[config.mk]
export PLATFORM = sky130hd
export DESIGN_NAME = product_accumulator
export DESIGN_NICKNAME = d
export VERILOG_FILES = /design/src/rtl/product_acc_pkg.sv /design/src/rtl/acc_add_sat.sv /design/src/rtl/product_accumulator.sv
export SDC_FILE = /design/constraint.sdc
export NUM_CORES = 1
export LEC_CHECK = 0
export CAP_MARGIN = 15
export CORE_ASPECT_RATIO = 1.75
export CORE_MARGIN = 4
export CORE_UTILIZATION = 42
export DETAILED_ROUTE_END_ITERATION = 12
export PLACE_DENSITY = 0.67
export SETUP_SLACK_MARGIN = 0.2
export SYNTH_ARGS = -nofsm -noshare
export SYNTH_HDL_FRONTEND = slang
export SYNTH_SLANG_ARGS = --single-unit
[constraint.sdc]
create_clock -name clk -period 5.04 [get_ports clk]
set_input_delay 1.008 -clock clk [delete_from_list [all_inputs] [get_ports clk]]
set_output_delay 1.008 -clock clk [all_outputs]
set_load 0.01 [all_outputs]
[src/rtl/product_acc_pkg.sv]
// Shared types and width/limit helpers for the product accumulator.
// Saturation limits are only consumed when PRODUCT_ACC_SATURATE_EN is defined.
package product_acc_pkg;

   typedef enum logic [1:0] {
      IDLE  = 2'd0,
      ACCUM = 2'd1,
      DONE  = 2'd2
   } acc_state_t;

   // Widest accumulator the limit helpers can describe.
   localparam int SAT_MAX_AW = 128;

   function automatic int calc_acc_width(input int bit_width, input int acc_guard);
      return 2 * bit_width + acc_guard;
   endfunction

   // Most positive aw-bit two's-complement value, zero-extended.
   function automatic logic [SAT_MAX_AW-1:0] sat_pos_limit(input int aw);
      logic [SAT_MAX_AW-1:0] v;
      v = '0;
      for (int i = 0; i < SAT_MAX_AW; i++) begin
         if (i < aw - 1) v[i] = 1'b1;
      end
      return v;
   endfunction

   // Most negative aw-bit two's-complement value, zero-extended.
   function automatic logic [SAT_MAX_AW-1:0] sat_neg_limit(input int aw);
      logic [SAT_MAX_AW-1:0] v;
      v = '0;
      for (int i = 0; i < SAT_MAX_AW; i++) begin
         if (i == aw - 1) v[i] = 1'b1;
      end
      return v;
   endfunction

endpackage

[src/rtl/acc_add_sat.sv]
// Combinational AW-bit signed adder with overflow flag.
// With PRODUCT_ACC_SATURATE_EN defined the sum clamps instead of wrapping.
module acc_add_sat
   import product_acc_pkg::*;
#(
   parameter int AW = 40
) (
   input  logic [AW-1:0] a_i,
   input  logic [AW-1:0] b_i,
   output logic [AW-1:0] sum_o,
   output logic          ovf_o
);

   logic [AW-1:0] raw_sum;
   logic          ovf;

   assign raw_sum = a_i + b_i;
   // Overflow: operands agree in sign but the sum does not.
   assign ovf     = (a_i[AW-1] == b_i[AW-1]) && (raw_sum[AW-1] != a_i[AW-1]);
   assign ovf_o   = ovf;

`ifdef PRODUCT_ACC_SATURATE_EN
   localparam logic [SAT_MAX_AW-1:0] SAT_POS_FULL = sat_pos_limit(AW);
   localparam logic [SAT_MAX_AW-1:0] SAT_NEG_FULL = sat_neg_limit(AW);
   localparam logic [AW-1:0]         SAT_POS      = SAT_POS_FULL[AW-1:0];
   localparam logic [AW-1:0]         SAT_NEG      = SAT_NEG_FULL[AW-1:0];

   always_comb begin
      sum_o = raw_sum;
      if (ovf) sum_o = a_i[AW-1] ? SAT_NEG : SAT_POS;
   end
`else
   assign sum_o = raw_sum;
`endif

endmodule

[src/rtl/product_accumulator.sv]
// Sums a job of len signed products into a guard-extended accumulator and
// presents the result on a valid/ready port. Build option: PRODUCT_ACC_SATURATE_EN.
module product_accumulator
   import product_acc_pkg::*;
#(
   parameter  int BIT_WIDTH = 16,
   parameter  int ACC_GUARD = 8,
   parameter  int LEN_WIDTH = 8,
   localparam int PW        = 2 * BIT_WIDTH,
   localparam int AW        = calc_acc_width(BIT_WIDTH, ACC_GUARD)
) (
   input  logic                 clk,
   input  logic                 reset_n,
   input  logic                 start,
   input  logic [LEN_WIDTH-1:0] len,
   input  logic                 prod_valid,
   input  logic [PW-1:0]        prod_data,
   output logic                 prod_ready,
   output logic                 acc_valid,
   output logic [AW-1:0]        acc_data,
   output logic                 acc_overflow,
   input  logic                 acc_ready,
   output logic                 busy
);

   acc_state_t           state_q, state_d;
   logic [AW-1:0]        acc_q, acc_d;
   logic [LEN_WIDTH-1:0] cnt_q, cnt_d;
   logic [LEN_WIDTH-1:0] len_q, len_d;
   logic                 ovf_q, ovf_d;

   logic [AW-1:0]        prod_ext;
   logic [AW-1:0]        add_sum;
   logic                 add_ovf;
   logic [LEN_WIDTH-1:0] cnt_inc;

   assign prod_ext = {{(AW-PW){prod_data[PW-1]}}, prod_data};
   assign cnt_inc  = cnt_q + LEN_WIDTH'(1);

   acc_add_sat #(
      .AW (AW)
   ) u_add (
      .a_i   (acc_q),
      .b_i   (prod_ext),
      .sum_o (add_sum),
      .ovf_o (add_ovf)
   );

   always_comb begin
      state_d = state_q;
      acc_d   = acc_q;
      cnt_d   = cnt_q;
      len_d   = len_q;
      ovf_d   = ovf_q;
      unique case (state_q)
         IDLE: begin
            if (start) begin
               acc_d   = '0;
               ovf_d   = 1'b0;
               cnt_d   = '0;
               len_d   = len;
               state_d = (len == '0) ? DONE : ACCUM;
            end
         end
         ACCUM: begin
            if (prod_valid) begin
               acc_d = add_sum;
               ovf_d = ovf_q | add_ovf;
               cnt_d = cnt_inc;
               if (cnt_inc == len_q) state_d = DONE;
            end
         end
         DONE: begin
            if (acc_ready) state_d = IDLE;
         end
         default: state_d = IDLE;
      endcase
   end

   always_ff @(posedge clk) begin
      if (!reset_n) begin
         state_q <= IDLE;
         acc_q   <= '0;
         cnt_q   <= '0;
         len_q   <= '0;
         ovf_q   <= 1'b0;
      end else begin
         state_q <= state_d;
         acc_q   <= acc_d;
         cnt_q   <= cnt_d;
         len_q   <= len_d;
         ovf_q   <= ovf_d;
      end
   end

   // Every output decodes registered state only.
   assign prod_ready   = (state_q == ACCUM);
   assign acc_valid    = (state_q == DONE);
   assign busy         = (state_q != IDLE);
   assign acc_data     = acc_q;
   assign acc_overflow = ovf_q;

endmodule

**Yosys cells after proc, flatten, opt, wreduce, memory -nomap -nowiden**

Index checks and enable logic that the tools add are counted.

- Eq/ne operators: 9
- Add/sub/neg operators: 2
- Reductions and logical operators: 8
- Bitwise operators: 1
- Mux-type cells: 15

Operators with widths:

| operator | count |
|---|---|
| $mux W40 | 2 |
| $pmux W40 S2 | 1 |
| $add A40 B40 Y40 | 1 |
| $mux W8 | 2 |
| $pmux W8 S2 | 1 |
| $mux W2 | 5 |
| $add A8 B1 Y8 const B | 1 |
| $eq A8 B8 Y1 | 1 |
| $logic_not A8 Y1 | 1 |
| $pmux W2 S3 | 1 |
| $ne A2 B1 Y1 const B | 2 |
| $ne A2 B2 Y1 const B | 2 |
| $reduce_and A4 Y1 | 1 |
| $reduce_bool A2 Y1 | 2 |
| $reduce_and A3 Y1 | 1 |
| $eq A2 B1 Y1 const B | 1 |
| $eq A2 B2 Y1 const B | 1 |
| $logic_not A2 Y1 | 1 |
| $mux W1 | 2 |
| $pmux W1 S2 | 1 |
| $reduce_and A2 Y1 | 1 |
| $eq A1 B1 Y1 | 1 |
| $logic_and A1 B1 Y1 | 1 |
| $ne A1 B1 Y1 | 1 |
| $or A1 B1 Y1 | 1 |

- Output and inout port bits: 44
- Bits of input ports: 45
- Register bits after elaboration: 59

**Depth between registers and ports, before layout**

- Word-level depth: 6
- Mapped depth: 12

**Modules after synthesis**

From an unflattened synthesis, not the netlist that was laid out.

- Cell total of the unflattened synthesis: 608
- Area total of the unflattened synthesis: 4785.8 um2

By module, submodules not included:

| module | seq. area each (um2) | times used | area an instance (um2) | cells an instance |
|---|---|---|---|---|
| product_accumulator | 1181.1 | 1 | 2528.7 | 277 |
| acc_add_sat | 0.0 | 1 | 2257.2 | 331 |

**Worst setup path before layout**

Ideal clock, no wire load.

- Path type: input-to-reg
- Start: in prod_data[8]
- End: reg ovf_q (netlist: acc_overflow)
- Path slack: 1.899 ns
- Arrival: 3.019 ns
- Data required time: 4.918 ns
- Stages: 10
- Library setup time: 0.122 ns
- Buffers on the path: 0
- Cells stage by stage: ha_1 a211oi_2 o211ai_1 a41oi_2 a31oi_2 o21bai_4 a31oi_4 a21o_4 nor4b_4 a311o_1

- Cells in the longest elaborated chain, start to end: 6

RTL lines:

| element | RTL line | text |
|---|---|---|
| start, declared | product_accumulator.sv:17 | `input logic [PW-1:0] prod_data,` |
| $add A40 B40 Y40 | acc_add_sat.sv:17 | `assign raw_sum = a_i + b_i;` |
| $ne A1 B1 Y1 | acc_add_sat.sv:19 | `assign ovf = (a_i[AW-1] == b_i[AW-1]) && (raw_sum[AW-1] != a_i[AW-1]);` |
| $logic_and A1 B1 Y1 | acc_add_sat.sv:19 |  |
| $or A1 B1 Y1 | product_accumulator.sv:68 | `ovf_d = ovf_q \| add_ovf;` |
| $mux W1 | product_accumulator.sv:66 | `if (prod_valid) begin` |
| $pmux W1 S2 | product_accumulator.sv:55 | `unique case (state_q)` |
| end signal, assigned | product_accumulator.sv:92 | `ovf_q <= ovf_d;` |
| end, declared | product_accumulator.sv:30 | `logic ovf_q, ovf_d;` |

No other way between the ends. The select of a mux whose other input is x is not followed.
A chain may end at the register's enable or synchronous reset.

**Worst setup path in the final report**

- Start: in prod_data[0]
- End: reg acc_q[26] (netlist: acc_data[26])

- Cells in the longest elaborated chain, start to end: 3

RTL lines:

| element | RTL line | text |
|---|---|---|
| $add A40 B40 Y40 | acc_add_sat.sv:17 |  |
| $mux W40 | product_accumulator.sv:66 |  |
| $pmux W40 S2 | product_accumulator.sv:55 |  |
| end signal, assigned | product_accumulator.sv:83 | `acc_q <= '0;` |
| end signal, assigned | product_accumulator.sv:89 | `acc_q <= acc_d;` |
| end, declared | product_accumulator.sv:27 | `logic [AW-1:0] acc_q, acc_d;` |

No other way between the ends. The select of a mux whose other input is x is not followed.

==> metrics.cfg <==
[yosys]
synth_warnings = 0
syn-instance-count = 582
synth.distinct_cells = 60
syn_nets = 668
synthArstFlopShare = 0
synth_edf_count = 0
syn_area_sq_mm = 0.004598
avgSynthCellArea_sq_um = 7.901
synth-seq-cells = 59
seq_area_frac_synth = 0.2569
ys.flop_type = dfxtp_1

[global_route]
grtUsageTotal = 0.2014
grt_max_degree = 30
grt.overflow.total = 0
grt_pass1_vias = 4509
grt_pass1_wl_um = 20880
antenna_found_initial = 0

[pwr]
p_per_area_mw_per_mm2 = 251.9
comb_power_share = 0.236
p_seq_frac = 0.344
power_mw = 1.477
sw_frac_of_total = 0.2860
clkPwrFrac = 0.420
p_int_mw = 1.055
peakVddDrop_mv = 0.1800
p_sw_mw = 0.4225
p_leak_nw = 2.450

[cells_and_area]
utilization = 0.5483
diodes = 0
finalNonFillerCells = 794
fill_cells = 1044
drive_gt1_frac = 0.05120
fin_nets = 746
area.growth.synth_to_final_pct = 27.56

[critical_path]
rr_startpoint = acc_data[0]
rr_endpoint = acc_data[26]
cp_max_fo = 3
required_ns = 5.25
crit_top_cell = o21ai_0
start_kind = input port
critPathTopFamily = compound AO/OA/AOI/OAI gates
slowest_stage = a211oi_1
crit_arrival_ns = 3.83
cp.buffers_inverters = 2
ff2ff_path_depth = 12
worst-setup-path-type = in -> reg
cp_cell_sequence = clkdlybuf4s50_1 -> ha_1 -> inv_1 -> fa_1 -> nor2b_1 -> o31a_1 -> o31ai_2 -> a21oi_1 -> nand2b_1 -> a211oi_1 -> o21ai_0 -> xnor2_1 -> o21ai_0
crit_cells = 13
reg2reg_slack_ns = 2.20
cp-end-kind = flip-flop
critical_path.max_stage_delay_ns = 0.49
startpoint = prod_data[0]
crit_end = acc_data[26]

[detailed_routing]
wl_um = 12510
drtIter0Drc = 177
wl_per_cell_um = 15.76
ant_nets = 0
first_pass_iters = 4
viasPerCell = 5.605
vias = 4450
post-route-drc-count = 0

[sta]
tightest_slew_ns = 1.036
rsz0062_at_grt = false
relSlewSlack = 0.3091
finalCritPeriodShare = 0.7192
drv_slew = 0
period_needed_ns = 3.625
setup_slack_ns = 1.415
fmax_mhz = 275.9
setup_violations = 0
fin_skew_ns = 0.005608
hold_viol = 0
tns_ns = 0

[clock_tree]
cts.sinks = 59
clk_latency_ns = 0.33
cts_tree = yes
cts_resized = 0
cts_buffers = 9
postCtsSetupBuffers = 0
max-clock-path-buffers = 2
cts_root_buffer = clkbuf_16
hold_buffers = 0
cts_htree_levels = 3
cts.clk_slew.worst_paths_ns = 0.05

[floorplan]
die_area_sq_mm = 0.01275
row_count = 50
start_util = 0.4298
die_h_um = 146.4
core_area_sq_mm = 0.01070
io_pins = 89
die_x_um = 87.10

[placed_design]
place_inst = 779
place.gp.congestion = 0.9107
dp_hpwl_um = 9885
preCtsSetupSlack_ns = 1.090
port_buffers = 88

[hold_path]
hold_path.class = reg -> reg

[run]
cap_violations = 0

[status]
status = finished clean

==> flip-flops by register name, indices dropped and copies added (netlist names) <==
register      flops
len_q             8
acc_data         40
acc_overflow      1
state_q           2
cnt_q             8
==> cell usage after synthesis (9+ instances only) <==
cell type   n  area (sq um)
clkbuf_1   18         67.56
o21ai_1    11         55.05
a21oi_1    46         230.2
nor2_1     26         97.59
ha_1       40         500.5
xnor2_1    21         183.9
nand2_1    78         292.8
dfxtp_1    59          1181
and2_1      9         56.30
a21boi_0   11         82.58
a22oi_1    14         105.1
a21o_1     21         157.7
o21ai_0    43         215.2
nor2b_1    29         181.4
and3_1     13         81.33
xor2_1     21         183.9
inv_1      17         63.81
==> cell usage in the layout (no fill, tap or decap), drive strengths merged, types with 17 or more instances in the layout <==
cell           Yosys  layout
inv               17      17
o21ai             54      54
nor2              26      26
xnor2             21      21
clkdlybuf4s50      0      88
a21o              22      22
nor2b             29      29
xor2              21      21
nand2             78      78
a21oi             48      48
ha                40      40
dfxtp             59      59
==> power groups by stage <==
stage                     combinational [mW]  clock (mW)  sequential (mW)
after floorplan                        0.218           0            0.520
after global placement                 0.343           0            0.517
after detailed placement               0.348           0            0.518
after CTS                              0.350       0.637            0.508
after global routing                   0.388       0.655            0.510
final                                  0.349       0.621            0.508
==> cell families (layout without fill, tap and decap cells) <==
logic type / after synthesis / in the layout / synth area share
DFF: 59 / 59 / 0.2569
adders and majority gates: 41 / 41 / 0.1132
xor gates and xnor gates: 42 / 42 / 0.08000
and+or+nand+nor: 195 / 195 / 0.2147
AOI/OAI and AO/OA: 200 / 200 / 0.2928
buffers and inverters: 42 / 124 / 0.03592
muxes: 3 / 3 / 0.006531
==> final cells by class <==
class / count / area [sq um] / share of cell area
Clock buffer: 13 / 260.3 / 0.04437
Clock inverter: 2 / 35.03 / 0.005973
Inverter: 17 / 63.81 / 0.01088
Multi-Input combinational cell: 481 / 3252 / 0.5544
Sequential cell: 59 / 1181 / 0.2014
Tap cell: 130 / 162.7 / 0.02773
Timing Repair Buffer: 92 / 910.9 / 0.1553
==> worst min path at each step <==
| stage | from | to | slack [ns] | depth (start not counted) |
|---|---|---|---|---|
| floorplan | len_q[3] | len_q[3] | 0.46 | 2 |
| global placement | acc_data[30] | acc_data[30] | 0.46 | 2 |
| detailed placement | acc_data[30] | acc_data[30] | 0.46 | 2 |
| CTS | acc_data[30] | acc_data[30] | 0.47 | 2 |
| global route | acc_data[27] | acc_data[27] | 0.49 | 2 |
| finish | acc_data[30] | acc_data[30] | 0.47 | 2 |
==> worst reg2reg max path: stages, from the launching register on <==
cell and delay [ns]:
dfxtp_1 0.32, ha_1 0.21, inv_1 0.08, fa_1 0.18, nor2b_1 0.07, o31a_1 0.29, o31ai_2 0.30, a21oi_1 0.12
nand2b_1 0.22, a211oi_1 0.49, o21ai_0 0.21, xnor2_1 0.16, o21ai_0 0.08
==> per-stage QoR <==
| stage | area (sq um) | hold slack, ns |
|---|---|---|
| floorplan | 4598 | 0.4553 |
| global placement | 5570 | 0.4611 |
| detailed placement | 5570 | 0.4645 |
| CTS | 5866 | 0.4720 |
| global route | 5866 | 0.4926 |
| finish | 5866 | 0.4668 |
==> per-layer routing <==
metal  vias up  global-route usage  wire length (um)
met4         0             0.08065               297
li1       2275                   -                 -
met3        20             0.03219               525
met2        88              0.3760              6767
met1      2067              0.2176              4921
met5         -                   0                 0
(Power assumes the default switching activity.)
==> patch: new RTL, config.mk and constraints unchanged <==
Add a define of `PRODUCT_ACC_SATURATE_EN`.
--- a/src/rtl/acc_add_sat.sv
+++ b/src/rtl/acc_add_sat.sv
@@ -1,5 +1,7 @@
 // Combinational AW-bit signed adder with overflow flag.
 // With PRODUCT_ACC_SATURATE_EN defined the sum clamps instead of wrapping.
+`define PRODUCT_ACC_SATURATE_EN
+
 module acc_add_sat
    import product_acc_pkg::*;
 #(
Check against the original RTL: same outputs for any inputs over 4 cycles, from zero or initial values and one cycle with reset_n low; that may be too few to reach the edited logic, so the function may still have changed.
==> patch against the original RTL <==
  * Wire length grew 7.8%
  * Worst setup slack lost 0.55 ns
  * Sequential power grew 2%
  * Register-to-register slack lost 0.31 ns
  * Critical path depth shrank 2
  * Fmax shrank 13%
  * Critical path type unchanged
  * Cell count grew 6.8%
  * Synthesized area grew 1.7%
  * Total power grew 5.0%
  * Cell area grew 0.58%
  * Sequential share of layout area shrank 0.12 points
  * Non-clock buffer count shrank 2
  * Sequential cell count is the same
  * Count of clock-buffer cells in the layout shrank 4
==> patch: results (changes against the original RTL) <==
routed_via_density: 5.71  # +1.9%
grt_max_degree: 38  # +27%
holdWs_ns: 0.466  # -0.000763 ns
nonClkBufAreaFrac_pct: 15.2  # -0.34 points
clkCellAreaFrac_pct: 4.81  # -0.22 points
irDropWorstVdd_mv: 0.247  # +37%
route.met3.wl_um: 437  # -17%
grt_pass1_wl_mm: 22.4  # +7.5%
buffers: 90  # -2.2%
gp_congestion: 0.902  # -0.93%
hold_end: "acc_data[18]"
pwr-share-clk_pct: 37.6  # -4.4 points
power.share.sequential_pct: 33.4  # -1.0 points
clock_skew_ns: 0.00646  # +0.000850 ns
regToRegEndpoint: "acc_data[30]"
gr-usage-met2_pct: 40.0  # +2.4 points
p_leak_nw: 2.30  # -6.3%
clock_buffers: 9  # -4
nNetsFinal: 799  # +7.1%
fillCellCount: 1081  # +3.5%
critical-path-slowest-cell: "clkdlybuf4s50_1"
avgRoutedWirePerCell_um: 15.9  # +0.90%
seq_area_share_pct: 20.0  # -0.12 points
ff2ff_path_depth: 10  # -2
drtIter0Drc: 172  # -2.8%
num-nonclk-inverters: 11  # -6
crit_fanout: 34  # +31
wl_met2_mm: 7.34  # +8.4%
synth_common_cells: "nand2_1 (91), nor2_1 (71), a21oi_1 (67)"
drive_gt1_share_pct: 4.87  # -0.25 points
synth_cell_types: 64  # +6.7%
grt_use_met1_pct: 22.4  # +0.67 points
critPathMaxStageDelay_ns: 0.80  # +0.31 ns
outcome: "finished, final reports clean"
grtUsageTotal_pct: 21.4  # +1.2 points
## patch: cell types whose count changed after synthesis, sizes merged, moves of 8 or more
cell / before / now
nand2: 78 / 92
a21boi: 12 / 4
and3: 14 / 6
nor3: 4 / 16
a21o: 22 / 10
nor2: 26 / 71
o21ai: 54 / 79
a21oi: 48 / 68
o211ai: 2 / 11
nor2b: 29 / 7
a22oi: 14 / 2
## patch: cells by family after synthesis
family,count (synthesis),share of synthesized area (%)
flip-flops,59,25.2
XOR/XNOR,38,7.11
AO/OA/AOI/OAI,215,28.3
buffers and inverters,35,3.80
adder cells (fa/ha/maj),41,11.1
AND/OR/NAND/NOR,246,23.9
multiplexers,2,0.455
## patch: stage by stage
step	power, W	std cells
2_1_floorplan	0.000821	636
3_3_place_gp	0.000972	832
3_5_place_dp	0.000977	832
4_1_cts	0.00157	848
5_1_grt	0.00164	848
6_report	0.00155	848
